===== config.mk =====
export PLATFORM = sky130hd
export DESIGN_NAME = osd_spi_master_flat
export DESIGN_NICKNAME = d
export VERILOG_FILES = /design/src/rtl/osd_spi_pkg.sv /design/src/rtl/osd_spi_if.sv /design/src/rtl/osd_spi_shifter.sv /design/src/rtl/osd_spi_master.sv /design/src/flat_wrapper.sv
export SDC_FILE = /design/constraint.sdc
export NUM_CORES = 1
export LEC_CHECK = 0
export ABC_AREA = 0
export ABC_CLOCK_PERIOD_IN_PS = 2400
export CAP_MARGIN = 10
export CORE_ASPECT_RATIO = 0.5
export CORE_UTILIZATION = 45
export DETAILED_ROUTE_END_ITERATION = 10
export PLACE_DENSITY = 0.68
export SETUP_SLACK_MARGIN = 0.5
export SLEW_MARGIN = 20
export SYNTH_ARGS = -nofsm -noshare
export SYNTH_HDL_FRONTEND = slang
export SYNTH_SLANG_ARGS = --single-unit

===== constraint.sdc =====
create_clock -name clk -period 2.4 [get_ports clk]
set_input_delay 0.36 -clock clk [delete_from_list [all_inputs] [get_ports clk]]
set_output_delay 0.36 -clock clk [all_outputs]
set_load 0.005 [all_outputs]

===== src/rtl/osd_spi_pkg.sv =====
// Shared definitions for the OSD SPI initiator: op codes, command bytes and FSM states.
package osd_spi_pkg;

  localparam logic [1:0] OP_DISABLE  = 2'd0;
  localparam logic [1:0] OP_ENABLE   = 2'd1;
  localparam logic [1:0] OP_WRITE    = 2'd2;
  localparam logic [1:0] OP_RESERVED = 2'd3;

  localparam logic [7:0] CMD_DISABLE    = 8'h40;
  localparam logic [7:0] CMD_ENABLE     = 8'h41;
  localparam logic [7:0] CMD_WRITE_BASE = 8'h20;

  localparam int OSD_LINE_BYTES = 256;

  typedef enum logic [2:0] {
    ST_IDLE,
    ST_SETUP,
    ST_SHIFT,
    ST_LOAD,
    ST_HOLD,
    ST_GAP
  } osd_state_e;

  // Command byte sent first in every frame; the write line sits in the low three bits.
  function automatic logic [7:0] cmd_byte(input logic [1:0] op, input logic [2:0] line);
    case (op)
      OP_DISABLE: return CMD_DISABLE;
      OP_ENABLE:  return CMD_ENABLE;
      default:    return CMD_WRITE_BASE | {5'd0, line};
    endcase
  endfunction

endpackage


===== src/rtl/osd_spi_if.sv =====
// Core-side command/payload bus of the OSD SPI initiator.
// Handshake: a command transfers on a clock edge where cmd_valid && cmd_ready; a payload
// byte transfers on an edge where data_valid && data_ready. data_ready is only ever high in
// the cycle the byte is taken, so the source may hold data_valid high at any time.
interface osd_spi_if;
  logic       cmd_valid;
  logic       cmd_ready;
  logic [1:0] cmd_op;
  logic [2:0] cmd_line;
  logic       data_valid;
  logic       data_ready;
  logic [7:0] data_byte;
  logic       busy;
  logic       done;

  modport master (
    output cmd_valid, cmd_op, cmd_line, data_valid, data_byte,
    input  cmd_ready, data_ready, busy, done
  );

  modport slave (
    input  cmd_valid, cmd_op, cmd_line, data_valid, data_byte,
    output cmd_ready, data_ready, busy, done
  );
endinterface


===== src/rtl/osd_spi_shifter.sv =====
// 8-bit MSB-first serialiser: each bit is CLK_DIV clocks with sck low, then CLK_DIV with sck high.
// sdi only moves on the falling edge of sck (or on start, while sck is low).
module osd_spi_shifter #(
  parameter int CLK_DIV = 4
) (
  input  logic       clk,
  input  logic       nRESET,
  input  logic       start,
  input  logic [7:0] din,
  output logic       sck,
  output logic       sdi,
  output logic       last
);

  logic [7:0] shreg;
  logic [2:0] bit_cnt;
  logic [7:0] div_cnt;
  logic       active;
  logic       phase_end;

  assign phase_end = (div_cnt == 8'(CLK_DIV - 1));
  assign sdi       = shreg[7];
  // High in the final clock of the 8th bit's high phase.
  assign last      = active && sck && phase_end && (bit_cnt == 3'd7);

  always_ff @(posedge clk or negedge nRESET) begin
    if (!nRESET) begin
      active  <= 1'b0;
      shreg   <= '0;
      bit_cnt <= '0;
      div_cnt <= '0;
      sck     <= 1'b0;
    end else if (start) begin
      active  <= 1'b1;
      shreg   <= din;
      bit_cnt <= '0;
      div_cnt <= '0;
      sck     <= 1'b0;
    end else if (active) begin
      if (phase_end) begin
        div_cnt <= '0;
        sck     <= ~sck;
        if (sck) begin
          // Shifting in zeros leaves sdi low once the byte is out.
          shreg   <= {shreg[6:0], 1'b0};
          bit_cnt <= bit_cnt + 3'd1;
          if (bit_cnt == 3'd7) active <= 1'b0;
        end
      end else begin
        div_cnt <= div_cnt + 8'd1;
      end
    end
  end

endmodule


===== src/rtl/osd_spi_master.sv =====
// SPI initiator for the OSD link: frames enable/disable/write-line commands and the
// 256-byte line payload onto ss/sck/sdi.
module osd_spi_master
  import osd_spi_pkg::*;
#(
  parameter int CLK_DIV  = 4,
  parameter int SS_SETUP = 2,
  parameter int SS_GAP   = 4
) (
  input  logic        clk,
  input  logic        nRESET,
  osd_spi_if.slave    bus,
  output logic        sck,
  output logic        ss,
  output logic        sdi,
  output osd_state_e  state_dbg
);

  osd_state_e state, state_nx;
  logic [7:0] wcnt;
  logic [1:0] op_q;
  logic [2:0] line_q;
  logic [8:0] pay_cnt;

  logic       accept;
  logic       load_byte;
  logic       sh_start;
  logic [7:0] sh_din;
  logic       sh_last;
  logic       done_c;
  logic       data_ready_c;

  osd_spi_shifter #(.CLK_DIV(CLK_DIV)) u_shifter (
    .clk    (clk),
    .nRESET (nRESET),
    .start  (sh_start),
    .din    (sh_din),
    .sck    (sck),
    .sdi    (sdi),
    .last   (sh_last)
  );

  always_comb begin
    state_nx     = state;
    accept       = 1'b0;
    load_byte    = 1'b0;
    sh_start     = 1'b0;
    sh_din       = cmd_byte(op_q, line_q);
    done_c       = 1'b0;
    data_ready_c = 1'b0;
    case (state)
      ST_IDLE: begin
        if (bus.cmd_valid) begin
          accept   = 1'b1;
          // The reserved op produces no traffic but still completes through GAP.
          state_nx = (bus.cmd_op == OP_RESERVED) ? ST_GAP : ST_SETUP;
        end
      end
      ST_SETUP: begin
        if (wcnt == 8'(SS_SETUP - 1)) begin
          sh_start = 1'b1;
          state_nx = ST_SHIFT;
        end
      end
      ST_SHIFT: begin
        if (sh_last) begin
          state_nx = (op_q == OP_WRITE && pay_cnt != 9'(OSD_LINE_BYTES)) ? ST_LOAD : ST_HOLD;
        end
      end
      ST_LOAD: begin
        // sck stays low here for as long as the source stalls.
        if (bus.data_valid) begin
          data_ready_c = 1'b1;
          load_byte    = 1'b1;
          sh_start     = 1'b1;
          sh_din       = bus.data_byte;
          state_nx     = ST_SHIFT;
        end
      end
      ST_HOLD: begin
        if (wcnt == 8'(CLK_DIV - 1)) state_nx = ST_GAP;
      end
      ST_GAP: begin
        if (wcnt == 8'(SS_GAP - 1)) begin
          done_c   = 1'b1;
          state_nx = ST_IDLE;
        end
      end
      default: state_nx = ST_IDLE;
    endcase
  end

  always_ff @(posedge clk or negedge nRESET) begin
    if (!nRESET) begin
      state   <= ST_IDLE;
      wcnt    <= '0;
      op_q    <= OP_DISABLE;
      line_q  <= '0;
      pay_cnt <= '0;
    end else begin
      state <= state_nx;
      wcnt  <= (state_nx != state) ? 8'd0 : wcnt + 8'd1;
      if (accept) begin
        op_q    <= bus.cmd_op;
        line_q  <= bus.cmd_line;
        pay_cnt <= '0;
      end else if (load_byte) begin
        pay_cnt <= pay_cnt + 9'd1;
      end
    end
  end

  // cmd_ready is gated by reset so it reads low while nRESET is asserted.
  assign bus.cmd_ready  = (state == ST_IDLE) && nRESET;
  assign bus.data_ready = data_ready_c;
  assign bus.busy       = (state != ST_IDLE);
  assign bus.done       = done_c;
  assign ss             = !(state inside {ST_SETUP, ST_SHIFT, ST_LOAD, ST_HOLD});
  assign state_dbg      = state;

endmodule


===== src/flat_wrapper.sv =====
// flat-port wrapper written by rule: the top's interface ports become plain ports
module osd_spi_master_flat import osd_spi_pkg::*;
#(
  parameter int CLK_DIV  = 4,
  parameter int SS_SETUP = 2,
  parameter int SS_GAP   = 4
)
  (clk, nRESET, sck, ss, sdi, state_dbg, bus_cmd_valid, bus_cmd_op, bus_cmd_line, bus_data_valid, bus_data_byte, bus_cmd_ready, bus_data_ready, bus_busy, bus_done);
  osd_spi_if bus_i ();
  input  logic clk;
  input  logic nRESET;
  output logic sck;
  output logic ss;
  output logic sdi;
  output osd_state_e state_dbg;
  input wire logic [$bits(bus_i.cmd_valid)-1:0] bus_cmd_valid;
  input wire logic [$bits(bus_i.cmd_op)-1:0] bus_cmd_op;
  input wire logic [$bits(bus_i.cmd_line)-1:0] bus_cmd_line;
  input wire logic [$bits(bus_i.data_valid)-1:0] bus_data_valid;
  input wire logic [$bits(bus_i.data_byte)-1:0] bus_data_byte;
  output wire logic [$bits(bus_i.cmd_ready)-1:0] bus_cmd_ready;
  output wire logic [$bits(bus_i.data_ready)-1:0] bus_data_ready;
  output wire logic [$bits(bus_i.busy)-1:0] bus_busy;
  output wire logic [$bits(bus_i.done)-1:0] bus_done;
  assign bus_i.cmd_valid = bus_cmd_valid;
  assign bus_i.cmd_op = bus_cmd_op;
  assign bus_i.cmd_line = bus_cmd_line;
  assign bus_i.data_valid = bus_data_valid;
  assign bus_i.data_byte = bus_data_byte;
  assign bus_cmd_ready = bus_i.cmd_ready;
  assign bus_data_ready = bus_i.data_ready;
  assign bus_busy = bus_i.busy;
  assign bus_done = bus_i.done;
  osd_spi_master #(.CLK_DIV(CLK_DIV), .SS_SETUP(SS_SETUP), .SS_GAP(SS_GAP)) u_core (.clk(clk), .nRESET(nRESET), .bus(bus_i), .sck(sck), .ss(ss), .sdi(sdi), .state_dbg(state_dbg));
endmodule

==> results.py <==
metrics = {
    "detailed_routing": {
        "drt-initial-drc-count": 92,
        "wl_met3_um": 145,
        "detail_route.wirelength.met1_mm": 2.93,
        "route.met2.wl_mm": 2.82,
        "routed_wl_mm": 5.93,
        "routed-via-count": 2065,
        "routedWlPerCell_um": 15.3,
        "drt-vias-per-instance": 5.34,
        "routed.top_layer": "met4",
        "ant_nets": 0,
        "route.detailed.drc": 0,
        "detail_route.first_pass.iterations": 4,
    },
    "pwr": {
        "intPower_mw": 2.33,
        "seqPwrFrac_pct": 33.7,
        "power_frac_clock_pct": 18.5,
        "pwr_density_cell_nw_per_um2": 1080,
        "switching_share_pct": 37.3,
        "leakage_nw": 1.55,
        "report.power.total_mw": 3.72,
        "p_sw_mw": 1.39,
        "ir_worst_vdd_mv": 0.488,
        "combPwrFrac_pct": 47.9,
    },
    "yosys": {
        "number_of_nets_produced_by_synthesis": 283,
        "share_of_the_synthesized_area_in_the_top_cell_type_pct": 45.2,
        "synth_xor_area_share_pct": 6.87,
        "share_of_synthesized_area_spent_on_multiplexers_pct": 6.77,
        "synth_top_area_cell": "dfrtp_1",
        "synthMostInstantiatedCell": "dfrtp_1",
        "synth-edff-count": 0,
        "main_combinational_cell_family_by_area_after_synthesis": "simple AND/OR/NAND/NOR gates",
        "synth-compound-area-share_pct": 8.89,
        "ys_async_sr_fraction_pct": 100,
        "synth.top_cells.by_area": "dfrtp_1, nand2_1, nor2_1",
        "yosys.area_share.simple_pct": 26.0,
        "postSynthAreaPerCell_sq_um": 9.84,
        "ys_seq_elements": 46,
        "synth_seq_area_share_pct": 45.2,
        "post_synth_most_frequent_cells": "dfrtp_1, nand2_1, nor2_1, nand3_1, xor2_1",
        "yosys_warnings": 0,
        "synth_adder_area_share_pct": 3.44,
        "yosys_most_used_dff": "dfrtp_1",
        "netlist-cell-type-count": 46,
        "netlist_area_pre_place_sq_um": 2550,
        "synth_cells": 259,
    },
    "worst_setup_path": {
        "critical_path_arrival_ns": 2.12,
        "crit_path_max_incr_delay_ns": 0.42,
        "worst-setup-path-type": "flop to flop",
        "critPathSlowestCell": "dfrtp_1",
        "cp_max_fo": 8,
        "worstSetupEndpointType": "flop",
        "worst_r2r_endpoint": "u_core.wcnt[0]$_DFF_PN0_",
        "timing.reg2reg.setup_slack_ns": 0.44,
        "crit_path_cell_trace": "ha_2, nor4b_4, nand2_1, a31oi_1, o22a_2, mux2i_4, nor3b_1",
        "start_kind": "flop",
        "worst-r2r-cell-count": 7,
        "timing.critical_path.to": "u_core.wcnt[0]$_DFF_PN0_",
        "crit_required_ns": 2.56,
        "worstReg2RegStart": "u_core.wcnt[0]$_DFF_PN0_",
        "crit_path_start": "u_core.wcnt[0]$_DFF_PN0_",
    },
    "sta": {
        "hold_ws_ns": 0.166,
        "clock_skew_ns": 0.00767,
        "final-hold-violation-count": 0,
        "tns_ns": 0,
        "worstMarginPinSlew_ns": 0.589,
        "maxSlewHeadroom_pct": 60.7,
        "finalCriticalPeriod_ns": 1.96,
        "rsz0062_at_grt": "true",
        "finalMaxSlewViolations": 0,
        "setup_violation_total_in_the_final_timing_report": 0,
        "period_share_pct": 81.8,
        "maximum_clock_frequency_mhz": 510,
    },
    "global_route": {
        "wire_length_of_the_first_global_routing_pass_mm": 9.79,
        "antenna_violations_before_repair": 0,
        "gr-usage-all-layers_pct": 21.1,
        "number_of_global_route_vias_before_repair": 2083,
        "grt_overflow_total": 0,
        "grt_start_max_net_pins": 47,
    },
    "flow_run": {
        "drv.max_cap_violation_count": 0,
    },
    "cells_and_area": {
        "design.final.nets": 340,
        "num-fill-cells": 414,
        "drive_above_1_share_pct": 30.0,
        "areaGrowthSynthToFinish_pct": 34.9,
        "insertedDiodeCount": 0,
        "fin_cells": 387,
    },
    "clock_network": {
        "cts_made_buffers": 5,
        "clk-insertion-delay-late_ns": 0.29,
        "postCtsHoldBufs": 0,
        "cts-root-buf": "clkbuf_16",
        "clock_tree.buffer_depth": 2,
        "clock_tree.htree_level_count": 2,
        "cts_sinks": 46,
        "cts_tree": "built",
        "clkSlewWorstSetupHoldPaths_ns": 0.07,
    },
    "placed_design": {
        "gp_congestion": 0.849,
        "place_inst": 354,
        "hpwlAfterDp_mm": 3.89,
        "port_buffers": 26,
    },
    "die": {
        "floorplan.die_area_sq_um": 5990,
        "die_x_um": 108,
        "initial_core_util_pct": 49.2,
        "design.portCount": 27,
        "die-height_um": 55.2,
        "floorplan.core_area_sq_um": 5180,
        "row_count": 18,
    },
    "run_status": {
        "run_status": "finished clean",
    },
    "hold_path": {
        "hold_class": "primary input to async pin",
    },
}
metrics by stage:
step	cell area, sq um	util (%)	worst slack [ns]
after floorplan	2550	-	0.629
after global placement	2910	56.2	0.306
after detailed placement	2910	56.2	0.279
after CTS	3210	62.0	0.279
after global routing	3440	66.4	0.315
final	3440	66.4	0.438
power by group through the flow:
stage | clock, mW | combinational [mW] | sequential, mW
final | 0.687 | 1.78 | 1.25
after CTS | 0.701 | 1.52 | 1.26
after detailed placement | 0 | 1.39 | 1.26
after global routing | 0.735 | 1.95 | 1.29
after global placement | 0 | 1.36 | 1.25
after floorplan | 0 | 1.01 | 1.17
placed cells by master (no fill, tap or decap), types with 12 or more instances in the layout:
cell type	n
buf_4	29
xor2_1	12
clkdlybuf4s50_1	20
nand2_1	37
dfrtp_1	38
nor2_1	30
nand3_1	13
layout make-up:
class,instances,area [sq um],area share [%]
timing repair buffer,60,553,16.1
sequential,46,1160,33.8
inverter,6,25.0,0.728
clock buffer,5,125,3.64
tap,70,87.6,2.55
clock inverter,3,21.3,0.619
multi-input combinational,197,1470,42.6
timing repair:
action                     4_1_cts  5_1_grt
resized for setup               25       25
pin swaps                        8       23
setup buffers                   11       14
setup endpoints to repair       38       33
sequential cells by signal (all words and copies together), names as in the netlist:
register,cells
u_core.op_q,2
u_core.u_shifter.shreg,8
u_core.u_shifter.sck,1
u_core.state_dbg,3
u_core.line_q,3
u_core.pay_cnt,9
u_core.u_shifter.div_cnt,8
u_core.u_shifter.active,1
u_core.u_shifter.bit_cnt,3
u_core.wcnt,8
cells by family after synthesis:
kind of cell | Yosys count
simple gates | 125
flops | 46
compound gates | 30
xor+xnor | 20
buf+inv | 16
mux | 15
fa+ha+maj | 7
critical path: cells and delay by family, from the launching register on:
family | cells | cell delay, ns
and+or+nand+nor | 3 | 0.45
DFF | 1 | 0.42
AOI/OAI and AO/OA | 2 | 0.38
muxes | 1 | 0.37
adders and majority gates | 1 | 0.21
layer usage:
metal | vias to the layer above | global-route usage [%]
li1 | 1007 | -
met1 | 1036 | 29.0
met2 | 18 | 33.3
met3 | 4 | 5.79
met4 | 0 | 4.44
met5 | - | 0
how the worst min path moves through the flow:
stage                                                       end  cells past startpoint                             startpoint  slack, ns
after CTS                              u_core.wcnt[6]$_DFF_PN0_                      2                                 nRESET       0.20
after floorplan                    u_core.line_q[0]$_DFFE_PN0P_                      0                                 nRESET       0.06
after detailed placement  u_core.u_shifter.shreg[5]$_DFFE_PN0P_                      1  u_core.u_shifter.shreg[5]$_DFFE_PN0P_       0.50
after global routing                   u_core.wcnt[6]$_DFF_PN0_                      2                                 nRESET       0.24
after global placement    u_core.u_shifter.shreg[1]$_DFFE_PN0P_                      1  u_core.u_shifter.shreg[1]$_DFFE_PN0P_       0.49
final                                  u_core.wcnt[6]$_DFF_PN0_                      2                                 nRESET       0.17
Power figures use the tool's default switching activity.
